File: config.mk
export PLATFORM = sky130hd
export DESIGN_NAME = keypad_scan_flat
export DESIGN_NICKNAME = d
export VERILOG_FILES = /design/src/rtl/keypad_scan_if.sv /design/src/rtl/keypad_scan.sv /design/src/flat_wrapper.sv
export SDC_FILE = /design/constraint.sdc
export NUM_CORES = 1
export LEC_CHECK = 0
export BUFFER_PORTS_ARGS = -buffer_cell sky130_fd_sc_hd__buf_2
export CAP_MARGIN = 15
export CORE_ASPECT_RATIO = 0.6
export CORE_MARGIN = 8
export CORE_UTILIZATION = 43
export CTS_CLUSTER_SIZE = 14
export DETAILED_ROUTE_END_ITERATION = 16
export GPL_ROUTABILITY_DRIVEN = 0
export SYNTH_ARGS = -nofsm -noshare
export SYNTH_HDL_FRONTEND = slang
export SYNTH_SLANG_ARGS = --single-unit
export TNS_END_PERCENT = 1
File: constraint.sdc
create_clock -name clock_in -period 2.1 [get_ports clock_in]
set_input_delay 0.315 -clock clock_in [delete_from_list [all_inputs] [get_ports clock_in]]
set_output_delay 0.315 -clock clock_in [all_outputs]
set_load 0.02 [all_outputs]
File: src/rtl/keypad_scan_if.sv
// keypad_scan_if: turn-count handshake between the keypad scanner
// and the downstream relay/turn stage.
interface keypad_scan_if;
  logic [3:0] numgiro_out;
  logic       numgiro_valid_out;
  logic       ack_in;

  modport master (
    output numgiro_out,
    output numgiro_valid_out,
    input  ack_in
  );

  modport slave (
    input  numgiro_out,
    input  numgiro_valid_out,
    output ack_in
  );
endinterface

File: src/rtl/keypad_scan.sv
// keypad_scan: 3x3 matrix keypad scanner with row synchroniser,
// debounce, valid/ack handshake and release wait.
module keypad_scan #(
  parameter int SCAN_DIV       = 50000,
  parameter int DEBOUNCE_SCANS = 4
) (
  input  logic       clock_in,
  input  logic       reset_in,
  input  logic [2:0] linha_in,
  output logic [2:0] coluna_out,
  input  logic       enable_in,
  keypad_scan_if.master hs
);

  localparam int PW = (SCAN_DIV > 1) ? $clog2(SCAN_DIV) : 1;
  localparam int CW = $clog2(DEBOUNCE_SCANS + 1);
  localparam logic [PW-1:0] P_LAST = PW'(SCAN_DIV - 1);
  localparam logic [CW-1:0] D_LAST = CW'(DEBOUNCE_SCANS);

  typedef enum logic [1:0] {
    SCAN,
    DEBOUNCE,
    HOLD,
    RELEASE
  } state_t;

  state_t        state_q, state_d;
  logic [1:0]    col_q, col_d;
  logic [1:0]    cand_q, cand_d;
  logic [CW-1:0] deb_q, deb_d;
  logic [CW-1:0] rel_q, rel_d;
  logic [PW-1:0] presc_q;
  logic [2:0]    rows_m, rows_s;
  logic [3:0]    num_q, num_d;
  logic          valid_q, valid_d;
  logic [2:0]    col_out_q, col_out_d;

  logic          tick;
  logic          single;
  logic          none;
  logic [1:0]    row;
  logic [3:0]    code;
  logic [CW-1:0] deb_inc;
  logic [CW-1:0] rel_inc;

  assign tick    = (presc_q == P_LAST);
  assign deb_inc = deb_q + CW'(1);
  assign rel_inc = rel_q + CW'(1);
  assign code    = 4'(row) * 4'd3 + 4'(col_q) + 4'd1;

  // two or more low rows is ghosting and counts as no key
  always_comb begin
    single = 1'b0;
    none   = (rows_s == 3'b111);
    row    = 2'd0;
    unique case (1'b1)
      (rows_s == 3'b110): begin single = 1'b1; row = 2'd0; end
      (rows_s == 3'b101): begin single = 1'b1; row = 2'd1; end
      (rows_s == 3'b011): begin single = 1'b1; row = 2'd2; end
      default: ;
    endcase
  end

  always_ff @(posedge clock_in or negedge reset_in) begin
    if (!reset_in) begin
      state_q   <= SCAN;
      col_q     <= 2'd0;
      cand_q    <= 2'd0;
      deb_q     <= '0;
      rel_q     <= '0;
      presc_q   <= '0;
      rows_m    <= 3'b111;
      rows_s    <= 3'b111;
      num_q     <= 4'd0;
      valid_q   <= 1'b0;
      col_out_q <= 3'b110;
    end else begin
      state_q   <= state_d;
      col_q     <= col_d;
      cand_q    <= cand_d;
      deb_q     <= deb_d;
      rel_q     <= rel_d;
      presc_q   <= tick ? '0 : presc_q + PW'(1);
      rows_m    <= linha_in;
      rows_s    <= rows_m;
      num_q     <= num_d;
      valid_q   <= valid_d;
      col_out_q <= col_out_d;
    end
  end

  always_comb begin
    state_d = state_q;
    col_d   = col_q;
    cand_d  = cand_q;
    deb_d   = deb_q;
    rel_d   = rel_q;
    num_d   = num_q;
    unique case (state_q)
      SCAN: begin
        if (tick) begin
          if (enable_in && single) begin
            cand_d = row;
            if (DEBOUNCE_SCANS == 1) begin
              num_d   = code;
              state_d = HOLD;
            end else begin
              deb_d   = CW'(1);
              state_d = DEBOUNCE;
            end
          end else begin
            col_d = (col_q == 2'd2) ? 2'd0 : col_q + 2'd1;
          end
        end
      end
      DEBOUNCE: begin
        if (!enable_in) begin
          deb_d   = '0;
          state_d = SCAN;
        end else if (tick) begin
          if (single && row == cand_q) begin
            if (deb_inc == D_LAST) begin
              num_d   = code;
              deb_d   = '0;
              state_d = HOLD;
            end else begin
              deb_d = deb_inc;
            end
          end else begin
            deb_d   = '0;
            state_d = SCAN;
          end
        end
      end
      HOLD: begin
        if (hs.ack_in) begin
          rel_d   = '0;
          state_d = RELEASE;
        end
      end
      RELEASE: begin
        if (tick) begin
          if (none) begin
            if (rel_inc == D_LAST) begin
              rel_d   = '0;
              col_d   = 2'd0;
              state_d = SCAN;
            end else begin
              rel_d = rel_inc;
            end
          end else begin
            rel_d = '0;
          end
        end
      end
      default: state_d = SCAN;
    endcase
  end

  // outputs are registered from the next-state values
  always_comb begin
    valid_d   = (state_d == HOLD);
    col_out_d = ~(3'b001 << col_d);
    if (state_d == RELEASE) col_out_d = 3'b000;
  end

  assign coluna_out           = col_out_q;
  assign hs.numgiro_out       = num_q;
  assign hs.numgiro_valid_out = valid_q;

endmodule

File: src/flat_wrapper.sv
// flat-port wrapper written by rule: the top's interface ports become plain ports
module keypad_scan_flat 
#(
  parameter int SCAN_DIV       = 50000,
  parameter int DEBOUNCE_SCANS = 4
)
  (clock_in, reset_in, linha_in, coluna_out, enable_in, hs_numgiro_out, hs_numgiro_valid_out, hs_ack_in);
  keypad_scan_if hs_i ();
  input  logic clock_in;
  input  logic reset_in;
  input  logic [2:0] linha_in;
  output logic [2:0] coluna_out;
  input  logic enable_in;
  output wire logic [$bits(hs_i.numgiro_out)-1:0] hs_numgiro_out;
  output wire logic [$bits(hs_i.numgiro_valid_out)-1:0] hs_numgiro_valid_out;
  input wire logic [$bits(hs_i.ack_in)-1:0] hs_ack_in;
  assign hs_numgiro_out = hs_i.numgiro_out;
  assign hs_numgiro_valid_out = hs_i.numgiro_valid_out;
  assign hs_i.ack_in = hs_ack_in;
  keypad_scan #(.SCAN_DIV(SCAN_DIV), .DEBOUNCE_SCANS(DEBOUNCE_SCANS)) u_core (.clock_in(clock_in), .reset_in(reset_in), .linha_in(linha_in), .coluna_out(coluna_out), .enable_in(enable_in), .hs(hs_i));
endmodule
## Yosys cells after proc, flatten, opt, wreduce, memory -nomap -nowiden

Index checks and enable logic that the tools add are counted.
W data, S select, Z words.

| operators by class | value |
|---|---|
| $add $sub $neg | 6 |
| $mul | 1 |
| equal/unequal tests | 19 |
| shift-type cells | 1 |
| mux-type cells | 34 |
| bitwise logic cells | 1 |
| reduce and logical (&&, ||, !) cells | 10 |

Operators with widths:

| operator | number |
|---|---|
| $mux W3 | 11 |
| $mux W2 | 16 |
| $add A16 B1 Y16 const B | 1 |
| $eq A16 B16 Y1 const B | 1 |
| $mux W16 | 1 |
| $eq A3 B3 Y1 const B | 5 |
| $pmux W3 S2 | 2 |
| $eq A2 B2 Y1 const B | 5 |
| $pmux W2 S2 | 2 |
| $pmux W2 S4 | 1 |
| $add A3 B1 Y3 const B | 2 |
| $ne A2 B1 Y1 const B | 3 |
| $reduce_and A3 Y1 | 2 |
| $reduce_and A5 Y1 | 1 |
| $add A4 B1 Y4 const B | 1 |
| $add A4 B2 Y4 | 1 |
| $mul A2 B2 Y4 const B | 1 |
| $reduce_and A4 Y1 | 1 |
| $reduce_bool A2 Y1 | 2 |
| $eq A3 B2 Y1 const B | 1 |
| $ne A3 B2 Y1 const B | 1 |
| $not A3 Y3 | 1 |
| $reduce_or A3 Y1 | 1 |
| $shl A1 B2 Y3 const A | 1 |
| other kinds (7) | 8 |

| word-level totals | value |
|---|---|
| register bits after elaboration | 42 |
| input port bits | 7 |
| output and inout bits | 8 |

## Longest topological paths before layout

Gate-level depths: netlist (run 1).

| depth | value |
|---|---|
| word-level depth | 10 |
| gate-level depth with buffers | 10 |

## Least setup slack after synthesis (run 1)

Ideal clock, no wire load.

| timing path | value |
|---|---|
| path type | register -> register |
| from | register u_core.presc_q[0] |
| to | register u_core.deb_q[0] |
| data arrival time | 2.175 ns |
| data required time | 1.975 ns |
| path slack | -0.199 ns |
| stages on the path, launching flop included | 10 |
| period minus slack after synthesis | 2.299 ns |
| cells stage by stage | dfrtp_1 ha_1 and3_1 clkbuf_1 and4_2 buf_2 and3_1 buf_2 a31oi_1 mux2_2 |

| between the ends | value |
|---|---|
| word-level cells in the longest chain between the ends | 3 |
| elaborated cells on any way between the ends | 4 |
| those cells by class | eq/ne (3); reduce/logical (1) |

Ends and longest elaborated chain:

| element | RTL line | source |
|---|---|---|
| from (decl) | keypad_scan.sv:32 | `logic [PW-1:0] presc_q;` |
| from (signal assigned) | keypad_scan.sv:83 | `presc_q <= tick ? '0 : presc_q + PW'(1);` |
| $eq A16 B16 Y1 * | keypad_scan.sv:46 | `assign tick = (presc_q == P_LAST);` |
| $ne A3 B2 Y1 (no source line) or $ne A2 B1 Y1 (tied branches) | - |  |
| $reduce_and A4 Y1 (no source line) * | - |  |
| to (signal assigned) | keypad_scan.sv:69 | `deb_q <= '0;` |
| to (signal assigned) | keypad_scan.sv:81 | `deb_q <= deb_d;` |
| to (decl) | keypad_scan.sv:30 | `logic [CW-1:0] deb_q, deb_d;` |

Mark *: on every way between the ends. The rest lies on a longest branch, timed or not.
A chain may end at the register's enable or synchronous reset.

## Final worst setup path (run 1)

| timing path | value |
|---|---|
| from | register u_core.presc_q[12] |
| to | register u_core.col_out_q[0], in the netlist u_core.coluna_out[0] |

| between the ends | value |
|---|---|
| word-level cells in the longest chain between the ends | 6 |
| elaborated cells on any way between the ends | 13 |
| those cells by class | eq/ne (2); shift (1); mux (9); bitwise (1) |

Ends and longest elaborated chain:

| element | RTL line | source |
|---|---|---|
| $eq A16 B16 Y1 * | keypad_scan.sv:46 |  |
| $mux W2 | keypad_scan.sv:120 | `end else if (tick) begin` |
| $mux W2 | keypad_scan.sv:117 | `if (!enable_in) begin` |
| $pmux W2 S4 * | keypad_scan.sv:99 | `unique case (state_q)` |
| net u_core.state_d[1] | keypad_scan.sv:27 | `state_t state_q, state_d;` |
| $eq A2 B2 Y1 * | keypad_scan.sv:164 | `if (state_d == RELEASE) col_out_d = 3'b000;` |
| $mux W3 * | keypad_scan.sv:164 |  |
| net u_core.col_out_d[0] | keypad_scan.sv:36 | `logic [2:0] col_out_q, col_out_d;` |
| to (signal assigned) | keypad_scan.sv:88 | `col_out_q <= col_out_d;` |
| to (decl) | keypad_scan.sv:36 |  |

The timed path passes the listed nets; every way through them passes the cells marked *.

==> load_flow_metrics.sql, run 1 <==
INSERT INTO impl_metrics (metric_group, metric, value, unit) VALUES
('synth', 'syn-cell-area', '2190', 'µm²'),
('timing', 'final.setup.worst_slack', '-35.0', 'ps'),
('worst_setup_path', 'cp-start-kind', 'flip-flop', ''),
('layout', 'fin_nets', '270', ''),
('timing', 'tightest_pin_transition', '489', 'ps'),
('timing', 'max_clock_skew', '8.26', 'ps'),
('layout', 'final_core_util', '56.0', '%'),
('global_routing', 'grt_remaining_overflow', '0', ''),
('clocking', 'tritoncts', 'built', ''),
('synth', 'netlist_top_cells_area', 'dfrtp_1, dfstp_2, ha_1, xor2_1, mux2_2', ''),
('drt', 'drtPass1Iterations', '4', ''),
('synth', 'synth_edf_count', '0', ''),
('power', 'leakage', '1.36', 'nW'),
('layout', 'n_fill_cell', '425', ''),
('drt', 'detail-route-antenna-nets', '0', ''),
('placed_design', 'place.detailed.hpwl', '3.52', 'mm'),
('clocking', 'number_of_cts_inserted_buffers', '5', ''),
('global_routing', 'global_route.usage.total', '13.1', '%'),
('floorplanning', 'starting_density_of_the_core', '44.1', '%'),
('floorplanning', 'design.core.area', '4980', 'µm²'),
('synth', 'fraction_of_the_yosys_area_taken_by_sequential_cells', '48.3', '%'),
('drt', 'routed-wl-met3', '219', 'µm'),
('synth', 'register_bit_count_reported_by_yosys', '42', ''),
('floorplanning', 'core.rowCount', '20', ''),
('clocking', 'clock-sinks', '42', ''),
('clocking', 'clock_latency_on_the_worst_skew_pair', '300', 'ps'),
('clocking', 'clockRootBuffer', 'clkbuf_8', ''),
('drt', 'drtIter0Drc', '42', ''),
('synth', 'async_flop_share', '100', '%'),
('synth', 'syn_inst', '202', ''),
('clocking', 'cts.path.max_buffers', '2', ''),
('drt', 'topRoutingLayerUsed', 'met4', ''),
('timing', 'final-setup-viol-count', '3', ''),
('drt', 'routed_wirelength', '4.75', 'mm'),
('drt', 'avgViaCountPerCell', '5.18', ''),
('global_routing', 'grt_start_max_net_pins', '35', ''),
('power', 'design_power_total', '1.75', 'mW'),
('timing', 'slew_viol_final', '0', ''),
('timing', 'fmax', '468', 'MHz'),
('layout', 'final_design_area_no_fill', '2790', 'µm²'),
('hold_path', 'hold_class', 'input port to flip-flop', ''),
('drt', 'wl_met1', '2.61', 'mm'),
('synth', 'synth_top_area_share', '38.8', '%'),
('timing', 'grt_setup_unrepaired', 'yes', ''),
('timing', 'timing.max_slew.rel_slack', '67.2', '%'),
('floorplanning', 'total_die_area', '7720', 'µm²'),
('status', 'status', 'complete, but fails checks', ''),
('power', 'vdd_drop_max', '0.403', 'mV'),
('power', 'power_density', '628', 'nW/µm²'),
('placed_design', 'dpl-instance-area', '2550', 'µm²'),
('layout', 'post_route_cells_drive_above_1_share', '36.0', '%'),
('synth', 'ys.warnings.count', '0', ''),
('flow_run', 'drv.max_cap_violation_count', '0', ''),
('layout', 'antenna-diode-count', '0', ''),
('timing', 'fin_hold_ws', '107', 'ps'),
('drt', 'drc', '0', ''),
('floorplanning', 'vert_die_dim', '71.3', 'µm'),
('timing', 'hold_viol', '0', ''),
('layout', 'area_delta_synth_final', '27.0', '%'),
('worst_setup_path', 'crit_path_end_kind', 'flip-flop', ''),
('synth', 'synth_area_per_cell', '10.9', 'µm²'),
('global_routing', 'antenna_violations_before_repair', '0', ''),
('worst_setup_path', 'worstSetupPathType', 'flip-flop to flip-flop', ''),
('clocking', 'clock_tree.htree_level_count', '2', ''),
('timing', 'final.setup.tns', '-76.2', 'ps'),
('global_routing', 'number_of_global_route_vias_before_repair', '1562', ''),
('drt', 'routed-wl-met2', '1.87', 'mm'),
('floorplanning', 'die_x_extent', '108', 'µm'),
('synth', 'yosys_most_used_dff', 'dfrtp_1', ''),
('layout', 'seq_area', '1060', 'µm²'),
('status', 'failed_checks', 'negative setup slack', ''),
('drt', 'dr_total_vias', '1638', ''),
('timing', 'fin_crit', '2140', 'ps'),
('floorplanning', 'number_of_placed_i_o_pins', '15', ''),
('worst_setup_path', 'critical_path_arrival', '2300', 'ps'),
('drt', 'wl_per_cell', '15.0', 'µm'),
('timing', 'final_min_period_over_clock_period', '102', '%'),
('synth', 'post_synth_num_cell_types', '46', ''),
('clocking', 'clk_pin_slew', '90', 'ps'),
('layout', 'multi_input_area', '1200', 'µm²'),
('synth', 'synth.net_count', '223', ''),
('synth', 'synth_area_leader_cell', 'dfrtp_1', ''),
('placed_design', 'place.port_buffers', '14', ''),
('worst_setup_path', 'worst_path_required_time', '2260', 'ps'),
('worst_setup_path', 'crit_path_max_fanout', '5', ''),
('global_routing', 'grt_first_pass_wirelength', '7.94', 'mm');
[worst paths after layout]
path / from / end / slack (ps) / cells after the start
hold / removal: linha_in[0] / u_core.rows_m[0] / 110 / 1
min in group asynchronous: reset_in / u_core.hs.numgiro_out[1] / 380 / 2
max in group asynchronous: reset_in / u_core.rows_s[2] / 1010 / 3
hold reg to reg: u_core.rows_m[0] / u_core.rows_s[0] / 360 / 0
setup / recovery: u_core.presc_q[12] / u_core.coluna_out[0] / -40 / 6
setup reg to reg: u_core.presc_q[12] / u_core.coluna_out[0] / -40 / 6
[per-stage QoR]
stage / std cells / setup WS (ps)
2_1_floorplan: 202 / -6.63
3_3_place_gp: 305 / -238
3_5_place_dp: 305 / -231
4_1_cts: 314 / -47.4
5_1_grt: 316 / -138
6_report: 316 / -35.0
[worst max-delay path: stages (launching register included)]
cell	delay (ps)
dfrtp_1	390
and4bb_1	310
or4b_4	490
nor3_4	130
nand2_2	100
a2111oi_4	420
a22oi_1	160
[registers in the layout, indices dropped and copies added (netlist names)]
name / flops
u_core.rows_s: 3
u_core.coluna_out: 3
u_core.cand_q: 2
u_core.hs.numgiro_out: 4
u_core.deb_q: 3
u_core.presc_q: 16
u_core.rel_q: 3
u_core.hs.numgiro_valid_out: 1
u_core.state_q: 2
u_core.rows_m: 3
u_core.col_q: 2
[per-layer routing]
metal	track usage, %	up-vias
met1	19.9	790
met2	16.8	33
met3	3.67	6
li1	-	809
met4	4.59	0
met5	0	-
[where the power goes]
group	switching, mW	total, mW	leakage (nW)	internal, mW
Combinational	0.141	0.236	0.758	0.0946
Clock	0.293	0.650	0.0585	0.356
Sequential	0.0287	0.866	0.543	0.837
Total	0.463	1.75	1.36	1.29
[cells by family (layout without fill, tap and decap cells)]
group                      count (synthesis)  after routing  synth area share, %
and+or+nand+nor                           81             81                 21.0
AOI/OAI and AO/OA                         28             28                 9.29
muxes                                      8              8                 4.11
adders and majority gates                 14             14                 8.32
xor gates and xnor gates                  17             17                 6.78
DFF                                       42             42                 48.3
buffers and inverters                     12             60                 2.17
[layout make-up]
| class | count | share of cell area, % |
|---|---|---|
| Clock buffer | 5 | 2.47 |
| Clock inverter | 3 | 1.57 |
| Inverter | 8 | 1.08 |
| Multi-Input combinational cell | 148 | 43.2 |
| Sequential cell | 42 | 38.1 |
| Tap cell | 66 | 2.96 |
| Timing Repair Buffer | 44 | 10.7 |
[cells in the final DEF, fill, tap and decap left out, types with 2 or more instances in the layout]
cell and count:
nor2b_1 3, a22oi_1 3, and2_1 2, xor2_1 12, dfstp_2 8, mux2_2 5, nor3_1 4, nor3b_1 2
buf_2 14, clkbuf_8 5, mux2_4 3, o21ai_0 6, inv_1 8, buf_4 29, nand3_1 5, nor2_1 16
ha_1 12, xnor2_1 5, nand2b_1 2, a22oi_2 3, dfrtp_1 34, nor4bb_2 2, and3_1 4, nand2_1 18
nand4_1 4, a21oi_1 3
[synth_stat cells (2+ instances only)]
| library cell | number |
|---|---|
| nand4_1 | 4 |
| and3_1 | 6 |
| nor3_1 | 4 |
| xnor2_1 | 5 |
| a21oi_1 | 4 |
| and2_1 | 2 |
| nand3_1 | 5 |
| inv_1 | 8 |
| dfrtp_1 | 34 |
| xor2_1 | 12 |
| nor2b_1 | 3 |
| o21ai_0 | 8 |
| nand2_1 | 18 |
| nor2_1 | 17 |
| ha_1 | 13 |
| nor3b_1 | 3 |
| buf_2 | 2 |
| nand2b_1 | 2 |
| mux2_2 | 8 |
| clkbuf_1 | 2 |
| a31oi_1 | 2 |
| nor4bb_1 | 3 |
| a22oi_1 | 6 |
| nor4b_1 | 2 |
| dfstp_2 | 8 |
[repair_timing]
item,4_1_cts,5_1_grt
pin swaps,8,7
hold buffers,1,0
endpoints found under the hold margin,4,0
endpoints found under the setup margin,11,16
gates resized for setup,9,12
buffers inserted,0,2
cloned,0,0
Note: power is estimated with default switching activity, not from simulation.
==> inputs of run 2 (changes only) <==
Settings changed: ABC_AREA set to 1, CTS_BUF_LIST set to sky130_fd_sc_hd__clkbuf_4 sky130_fd_sc_hd__clkbuf_8.
Clock period 2.1 ns to 1.8 ns, I/O delays scaled along.
==> load_flow_metrics.sql, run 2 <==
INSERT INTO impl_metrics (metric_group, metric, value, unit) VALUES
('timing', 'slew_viol_final', '0', ''),
('layout', 'layout_common_cells', 'nand2_1, inv_1, dfrtp_1, nor2_1, buf_4', ''),
('clocking', 'clock_tree.htree_level_count', '2', ''),
('timing', 'final_min_period_over_clock_period', '97.9', '%'),
('synth', 'yosys_most_used_dff', 'dfrtp_1', ''),
('layout', 'largest_register', 'u_core.presc_q', ''),
('global_routing', 'global_route.usage.total', '13.2', '%'),
('synth', 'syn_inst', '321', ''),
('synth', 'synth_area_per_cell', '7.92', 'µm²'),
('clocking', 'clockRootBuffer', 'clkbuf_8', ''),
('clocking', 'clk_pin_slew', '80', 'ps'),
('global_routing', 'use_met2', '17.7', '%'),
('power', 'power_density', '551', 'nW/µm²'),
('drt', 'routed_wirelength', '5.20', 'mm'),
('synth', 'syn-cell-area', '2540', 'µm²'),
('clocking', 'clock-sinks', '42', ''),
('hold_path', 'hold_class', 'input port to flip-flop', ''),
('layout', 'fin_nets', '382', ''),
('power', 'vdd_drop_max', '0.234', 'mV'),
('global_routing', 'grt_first_pass_wirelength', '8.93', 'mm'),
('timing', 'fmax', '567', 'MHz'),
('floorplanning', 'die_x_extent', '115', 'µm'),
('worst_setup_path', 'timing.reg2reg.worst_path_depth', '7', ''),
('synth', 'synth_most_common_cell', 'nand2_1', ''),
('worst_setup_path', 'crit_path_max_fanout', '4', ''),
('worst_setup_path', 'cp_cell_sequence', 'nand3_2 > nand2_2 > ha_4 > fa_2 > xor2_1 > o21ai_1 > inv_1', ''),
('drt', 'dr_total_vias', '2010', ''),
('placed_design', 'place.port_buffers', '14', ''),
('drt', 'wl_per_cell', '11.8', 'µm'),
('synth', 'synth_edf_count', '0', ''),
('floorplanning', 'starting_density_of_the_core', '45.0', '%'),
('layout', 'post_route_cells_drive_above_1_share', '32.3', '%'),
('floorplanning', 'number_of_placed_i_o_pins', '15', ''),
('synth', 'synth_area_leader_cell', 'dfrtp_1', ''),
('layout', 'antenna-diode-count', '0', ''),
('worst_setup_path', 'cpLargestDelayFamily', 'flip-flops', ''),
('layout', 'largest_reg_flops', '16', ''),
('timing', 'final.setup.tns', '0', 'ps'),
('synth', 'synth_top_area_share', '33.5', '%'),
('worst_setup_path', 'critical_path_cell_count', '7', ''),
('worst_setup_path', 'cp-start-kind', 'flip-flop', ''),
('global_routing', 'antenna_violations_before_repair', '0', ''),
('synth', 'ys.warnings.count', '0', ''),
('worst_setup_path', 'crit_path_end_kind', 'flip-flop', ''),
('drt', 'drc', '0', ''),
('timing', 'final-setup-viol-count', '0', ''),
('power', 'leakage', '1.53', 'nW'),
('synth', 'async_flop_share', '100', '%'),
('layout', 'mostFrequentLayoutCell', 'nand2_1', ''),
('worst_setup_path', 'timing.critical_path.slowest_stage_cell', 'dfstp_2', ''),
('worst_setup_path', 'worstSetupPathType', 'flip-flop to flip-flop', ''),
('timing', 'grt_setup_unrepaired', 'yes', ''),
('synth', 'synth.cells.most_frequent', 'nand2_1, inv_1, dfrtp_1', ''),
('placed_design', 'place.detailed.hpwl', '3.94', 'mm'),
('timing', 'max_clock_skew', '4.89', 'ps'),
('flow_run', 'drv.max_cap_violation_count', '0', ''),
('drt', 'avgViaCountPerCell', '4.55', ''),
('timing', 'fin_crit', '1760', 'ps'),
('floorplanning', 'core.rowCount', '21', ''),
('synth', 'register_bit_count_reported_by_yosys', '42', ''),
('drt', 'drtPass1Iterations', '4', ''),
('global_routing', 'grt.met3_usage', '3.48', '%'),
('layout', 'area_delta_synth_final', '20.6', '%'),
('global_routing', 'grt_start_max_net_pins', '43', ''),
('synth', 'synth.net_count', '342', ''),
('worst_setup_path', 'cp.buffers_inverters', '1', ''),
('global_routing', 'grt_remaining_overflow', '0', ''),
('timing', 'hold_viol', '0', ''),
('clocking', 'clock_latency_on_the_worst_skew_pair', '290', 'ps'),
('floorplanning', 'total_die_area', '8710', 'µm²'),
('floorplanning', 'design.core.area', '5650', 'µm²'),
('worst_setup_path', 'critPathMaxStageDelay', '590', 'ps'),
('hold_path', 'hold-path-cell-count', '1', ''),
('clocking', 'number_of_cts_inserted_buffers', '5', ''),
('timing', 'fin_hold_ws', '70.9', 'ps'),
('synth', 'netlist_top_cells_area', 'dfrtp_1, nand2_1, dfstp_2, inv_1, ha_1', ''),
('synth', 'post_synth_num_cell_types', '30', ''),
('global_routing', 'grt_busiest_layer', 'met1', ''),
('worst_setup_path', 'worst_path_required_time', '1990', 'ps'),
('global_routing', 'number_of_global_route_vias_before_repair', '1930', ''),
('timing', 'tightest_pin_transition', '304', 'ps'),
('drt', 'drtIter0Drc', '71', ''),
('global_routing', 'met1_usage', '19.6', '%'),
('clocking', 'tritoncts', 'built', ''),
('timing', 'timing.max_slew.rel_slack', '79.7', '%'),
('worst_setup_path', 'critical_path_arrival', '1950', 'ps'),
('status', 'status', 'complete, no violations', ''),
('floorplanning', 'vert_die_dim', '75.6', 'µm'),
('clocking', 'cts.path.max_buffers', '2', ''),
('drt', 'detail-route-antenna-nets', '0', ''),
('synth', 'fraction_of_the_yosys_area_taken_by_sequential_cells', '41.7', '%');
run 2: cell types whose count changed after synthesis, sizes merged, moves of 3 or more:
| cell | previous run | this run |
|---|---|---|
| nand2 | 19 | 90 |
| inv | 8 | 58 |
| nor2 | 17 | 43 |
| nand3 | 5 | 26 |
| o21ai | 8 | 19 |
| xor2 | 12 | 3 |
| a21oi | 4 | 12 |
| mux2 | 8 | 1 |
| a22oi | 6 | 0 |
| and3 | 6 | 0 |
| xnor2 | 5 | 0 |
| nor2b | 3 | 0 |
| nor3b | 3 | 0 |
| nor4bb | 3 | 0 |
run 2: metal layers:
metal / share of wire (%) / wire, µm
met3: 3.6 / 189
met5: 0 / 0
met4: 1.4 / 72
met1: 58 / 3000
met2: 37 / 1930
run 2: area by class of cell:
class,instances,area [µm²]
Clock buffer,6,82.6
Clock inverter,2,12.5
Fill cell,531,2580
Inverter,58,218
Multi-Input combinational cell,219,1350
Sequential cell,42,1060
Tap cell,80,100
Timing Repair Buffer,35,243
run 2: power by group:
group,internal (mW),switching (mW)
clock,0.308,0.324
sequential,0.955,0.00607
combinational,0.0399,0.0540
run 2: final timing paths:
check	from	end	slack, ps
worst min-delay path	linha_in[1]	u_core.rows_m[1]	70
min in group asynchronous	reset_in	u_core.rel_q[1]	480
worst min register to register	u_core.rows_m[2]	u_core.rows_s[2]	360
worst max-delay path	u_core.rows_s[2]	u_core.hs.numgiro_out[2]	40
worst max register to register	u_core.rows_s[2]	u_core.hs.numgiro_out[2]	40
max in group asynchronous	reset_in	u_core.rows_s[0]	1060
run 2: metrics by stage:
| step | total power, mW | util [%] | setup WS, ps | instances | area [µm²] |
|---|---|---|---|---|---|
| after floorplan | 1.01 | - | 0.603 | 321 | 2550 |
| after CTS | 1.71 | 52.3 | 6.03 | 437 | 2950 |
| after global routing | 1.77 | 54.3 | -38.0 | 442 | 3070 |
| final | 1.69 | 54.3 | 37.1 | 442 | 3070 |
| after global placement | 1.06 | 50.2 | -45.5 | 427 | 2840 |
| after detailed placement | 1.06 | 50.2 | -63.2 | 427 | 2840 |
run 2: kinds of logic (layout without fill, tap and decap cells):
| kind of cell | Yosys count | in the layout | synth area share (%) |
|---|---|---|---|
| buffers and inverters | 60 | 101 | 8.86 |
| muxes | 1 | 1 | 0.443 |
| xor gates and xnor gates | 3 | 3 | 1.03 |
| AOI/OAI and AO/OA | 34 | 34 | 7.78 |
| and+or+nand+nor | 167 | 167 | 33.0 |
| adders and majority gates | 14 | 14 | 7.19 |
| DFF | 42 | 42 | 41.7 |
run 2: timing repair:
item                                    CTS  global route
endpoints found under the hold margin    34             0
buffers inserted                          1             5
gates resized for setup                   2            20
hold buffers                              1             0
endpoints found under the setup margin    2            18
pin swaps                                 0             6
